===== config.mk =====
export PLATFORM = sky130hd
export DESIGN_NAME = alu_issue_ctrl
export DESIGN_NICKNAME = d
export VERILOG_FILES = /design/src/rtl/alu_issue_ctrl.sv
export SDC_FILE = /design/constraint.sdc
export NUM_CORES = 1
export LEC_CHECK = 0
export BUFFER_PORTS_ARGS = -buffer_cell sky130_fd_sc_hd__buf_2
export CAP_MARGIN = 20
export CORE_UTILIZATION = 30
export DETAILED_ROUTE_END_ITERATION = 8
export SLEW_MARGIN = 20
export SYNTH_ARGS = -nofsm -noshare
export SYNTH_HDL_FRONTEND = slang
export SYNTH_SLANG_ARGS = --single-unit

===== constraint.sdc =====
create_clock -name clk -period 1.61 [get_ports clk]
set_clock_uncertainty 0.1 [all_clocks]
set_input_delay 0.322 -clock clk [delete_from_list [all_inputs] [get_ports clk]]
set_output_delay 0.322 -clock clk [all_outputs]
set_load 0.02 [all_outputs]

===== src/rtl/alu_issue_ctrl.sv =====
// Issue/writeback sequencer wrapped around a combinational 8-bit ALU.
// Three-cycle IDLE -> EXEC -> WB loop with a small internal register file.
module alu_issue_ctrl #(
    parameter int AW = 2
) (
    input  logic          clk,
    input  logic          rst_n,
    input  logic          instr_valid,
    output logic          instr_ready,
    input  logic [3:0]    instr_op,
    input  logic [AW-1:0] instr_rd,
    input  logic [AW-1:0] instr_rs1,
    input  logic [AW-1:0] instr_rs2,
    input  logic          wr_en,
    input  logic [AW-1:0] wr_addr,
    input  logic [7:0]    wr_data,
    input  logic [AW-1:0] rd_addr,
    output logic [7:0]    rd_data,
    output logic [7:0]    alu_a,
    output logic [7:0]    alu_b,
    output logic [3:0]    alu_op,
    input  logic [7:0]    alu_result,
    input  logic          alu_carry,
    output logic          done,
    output logic [7:0]    done_result,
    output logic          carry_flag
);

    localparam int NREG = 1 << AW;

    typedef enum logic [1:0] {IDLE, EXEC, WB} state_t;

    state_t        state;
    logic [7:0]    regs [NREG];
    logic [AW-1:0] rd_q;
    logic [7:0]    res_q;

    assign instr_ready = (state == IDLE);
    assign rd_data     = regs[rd_addr];

    always_ff @(posedge clk or negedge rst_n) begin
        if (!rst_n) begin
            state       <= IDLE;
            for (int i = 0; i < NREG; i++) regs[i] <= 8'h00;
            rd_q        <= '0;
            alu_a       <= 8'h00;
            alu_b       <= 8'h00;
            alu_op      <= 4'h0;
            res_q       <= 8'h00;
            done        <= 1'b0;
            done_result <= 8'h00;
            carry_flag  <= 1'b0;
        end else begin
            // Host write first so a same-edge writeback to the same address overrides it
            if (wr_en) regs[wr_addr] <= wr_data;
            case (state)
                IDLE: begin
                    if (instr_valid) begin
                        alu_a  <= regs[instr_rs1];
                        alu_b  <= regs[instr_rs2];
                        alu_op <= instr_op;
                        rd_q   <= instr_rd;
                        state  <= EXEC;
                    end
                end
                EXEC: begin
                    res_q       <= alu_result;
                    carry_flag  <= alu_carry;
                    done        <= 1'b1;
                    done_result <= alu_result;
                    state       <= WB;
                end
                WB: begin
                    regs[rd_q] <= res_q;
                    done       <= 1'b0;
                    state      <= IDLE;
                end
                default: begin
                    done  <= 1'b0;
                    state <= IDLE;
                end
            endcase
        end
    end

endmodule


==> flow_summary.ini <==
[run_status]
run_status = finished, violations left
violations = negative setup slack

[synthesis]
synth.avg_cell_area_um2 = 13.65
synth_compound_area_share_pct = 4.750
synthSimpleGateAreaFrac_pct = 6.902
synth_mux_area_share_pct = 35.88
synth_area_um2 = 3372
syn_nets = 282
synth_xor_area_share_pct = 0
synthAdderAreaFrac_pct = 0
syn-instance-count = 247
yosys.cell_types.count = 23
ys_ff_latch = 66
synth_top_family_by_area = multiplexers
yosysWarningCount = 0
ys_seq_area_share_pct = 48.98

[global_route]
grt_usage_pct = 16.33
antenna_found_initial = 0
grt_pass1_vias = 2566
grt_max_degree = 67
grt_overflow_total = 0
grt_first_pass_wirelength_um = 14040

[timing]
rsz0062_at_grt = true
holdWs_ns = 0.08845
setup_viol = 8
timing.slew.headroom_pct = 75.47
setup_slack_ns = -0.1997
tightest_slew_ns = 0.3680
fmax_ghz = 0.5526
finalCritPeriodShare_pct = 112.4
timing.final.crit_period_ns = 1.810
drv_slew = 0
hold_viol_final = 0

[layout]
antennaDiodeCount = 0
drive_gt1_share_pct = 55.12
fillers = 1027
nets = 411
final_util_pct = 41.85
area_growth_pct = 35.14

[worst_setup_path]
critical_path_class = reg -> out
crit_fanout = 2
path_buf_inv = 1
worstPathCellList = mux4_2 -> buf_6
required_ns = 1.19
worst-endpoint-arrival_ns = 1.39
reg2reg_depth = 4
r2r-end = alu_a[3]
crit_family = multiplexers
rr_startpoint = regs[3]
cp.depth = 2
startpoint = regs[2]
slowest_stage = mux4_2
endpoint_kind = output pin
slowest_delay_ns = 0.50
crit_end = rd_data[2]
r2r_slack_ns = 0.01
worstSetupStartpointType = flop

[cts]
clock_sinks = 66
cts_tree = yes
clockBufferDepth = 2
clk_pin_slew_worst_paths_ns = 0.08
clock_latency_ns = 0.34
htreeDepth = 3
cts_buffers = 9
root_buffer = clkbuf_8

[power_and_ir_drop]
ir_worst_vdd_v = 0.0007579
power.density_nw_per_um2 = 1713
leakage_nw = 2.173

[worst_hold_path]
min_path_cells = 2
hp-class = in -> reg

[floorplanning]
die_area_um2 = 11670
rows = 38
die_w_um = 108.0
io_pins = 74
start_util_pct = 30.97
die-height_um = 108.0
coreArea_um2 = 10890

[detailed_routing]
drt_first_pass_iters = 4
vias = 2504
drc = 0
drt-total-wl_um = 8804
ant_nets = 0
viasPerCell = 4.806
wl_per_cell_um = 16.90
drtIter0Drc = 138

[place]
portBuffers = 73
globalplace.congestion = 0.7347
dp_hpwl_um = 5889

[run]
max_cap_violations = 0
==> registers in the layout (all words and copies together) (netlist names) <==
| register | cells |
|---|---|
| regs | 32 |
| done | 1 |
| alu_a | 8 |
| done_result | 8 |
| alu_b | 8 |
| alu_op | 4 |
| state | 2 |
| carry_flag | 1 |
| rd_q | 2 |
==> cell usage in the layout (no fill, tap or decap), types with 2 or more instances in the layout <==
| master | instances |
|---|---|
| buf_2 | 65 |
| dfrtp_1 | 64 |
| buf_4 | 57 |
| mux2i_1 | 32 |
| mux2_2 | 29 |
| nand2_1 | 24 |
| mux4_2 | 24 |
| o21ai_0 | 20 |
| clkbuf_8 | 11 |
| nor2_1 | 10 |
| a21oi_1 | 8 |
| buf_6 | 8 |
| o21ai_1 | 4 |
| clkinv_2 | 3 |
| buf_12 | 3 |
| and4bb_2 | 2 |
| nand3b_1 | 2 |
| dfrtp_2 | 2 |
==> metrics by stage <==
stage / total power, mW / std cells / setup TNS, ns / setup slack, ns / instance area (um2)
final: 7.804 / 521 / -1.453 / -0.1997 / 4557
after global routing: 8.315 / 521 / -1.865 / -0.2475 / 4557
after global placement: 5.547 / 467 / -0.7810 / -0.1286 / 4009
after CTS: 7.767 / 515 / -1.527 / -0.2102 / 4507
after detailed placement: 5.634 / 467 / -0.9363 / -0.1415 / 4009
after floorplan: 4.676 / 247 / 0 / 0.08009 / 3372
==> how the worst min path moves through the flow <==
stage                 from   endpoint  slack [ns]
4_1_cts        instr_op[2]  alu_op[2]        0.09
3_3_place_gp         rst_n   alu_a[5]        0.28
3_5_place_dp         rst_n   regs[29]        0.28
5_1_grt        instr_op[2]  alu_op[2]        0.09
2_1_floorplan        rst_n   alu_a[0]       -0.07
6_report       instr_op[2]  alu_op[2]        0.09
==> repair_timing <==
item	in CTS	in global routing
setup buffers	31	6
endpoints found under the setup margin	9	9
pin swaps	0	0
hold buffers	1	0
hold endpoints to repair	66	0
resized for setup	17	2
==> logic make-up after synthesis <==
kind of cell           count (synthesis)
multiplexers                          87
AND/OR/NAND/NOR                       45
buffers and inverters                 17
flip-flops                            66
AO/OA/AOI/OAI                         32
==> layout make-up <==
class	count	area, um2	area share [%]
inverter	1	3.754	0.08237
clock inverter	5	52.55	1.153
sequential	66	1654	36.30
clock buffer	11	151.4	3.322
tap	140	175.2	3.844
timing repair buffer	134	913.4	20.04
multi-input combinational	164	1607	35.26
==> power breakdown <==
part / total (mW) / switching [mW] / leakage (nW) / internal [mW]
sequential: 2.86 / 0.505 / 0.773 / 2.36
clock: 1.46 / 0.665 / 0.105 / 0.792
combinational: 3.49 / 1.56 / 1.30 / 1.93
total: 7.80 / 2.73 / 2.17 / 5.07
==> layer usage <==
| metal | GRT usage [%] | share of wire, % |
|---|---|---|
| met1 | 21.39 | 45 |
| met3 | 3.014 | 4.0 |
| met2 | 26.48 | 49 |
| met5 | 0 | 0 |
| met4 | 6.849 | 2.1 |
==> synth_stat cells <==
cell type / instances / area share, %
nor2_1: 10 / 1.1
mux2_1: 1 / 0.33
buf_6: 5 / 1.7
nand3b_1: 2 / 0.45
nand4b_1: 1 / 0.26
nor2_2: 1 / 0.19
dfrtp_1: 66 / 49
nor4b_4: 1 / 0.70
nor2b_1: 1 / 0.19
and4bb_2: 2 / 0.74
mux4_2: 24 / 16
inv_1: 1 / 0.11
mux2i_1: 32 / 9.5
nand3_1: 1 / 0.15
or3b_1: 1 / 0.26
o21ai_0: 20 / 3.0
mux2_2: 30 / 10
o21ai_1: 4 / 0.59
nand2_1: 24 / 2.7
a21oi_1: 8 / 1.2
nand2_2: 1 / 0.19
buf_4: 1 / 0.22
buf_2: 10 / 1.5
No activity file was read; power rests on OpenSTA's default activity.
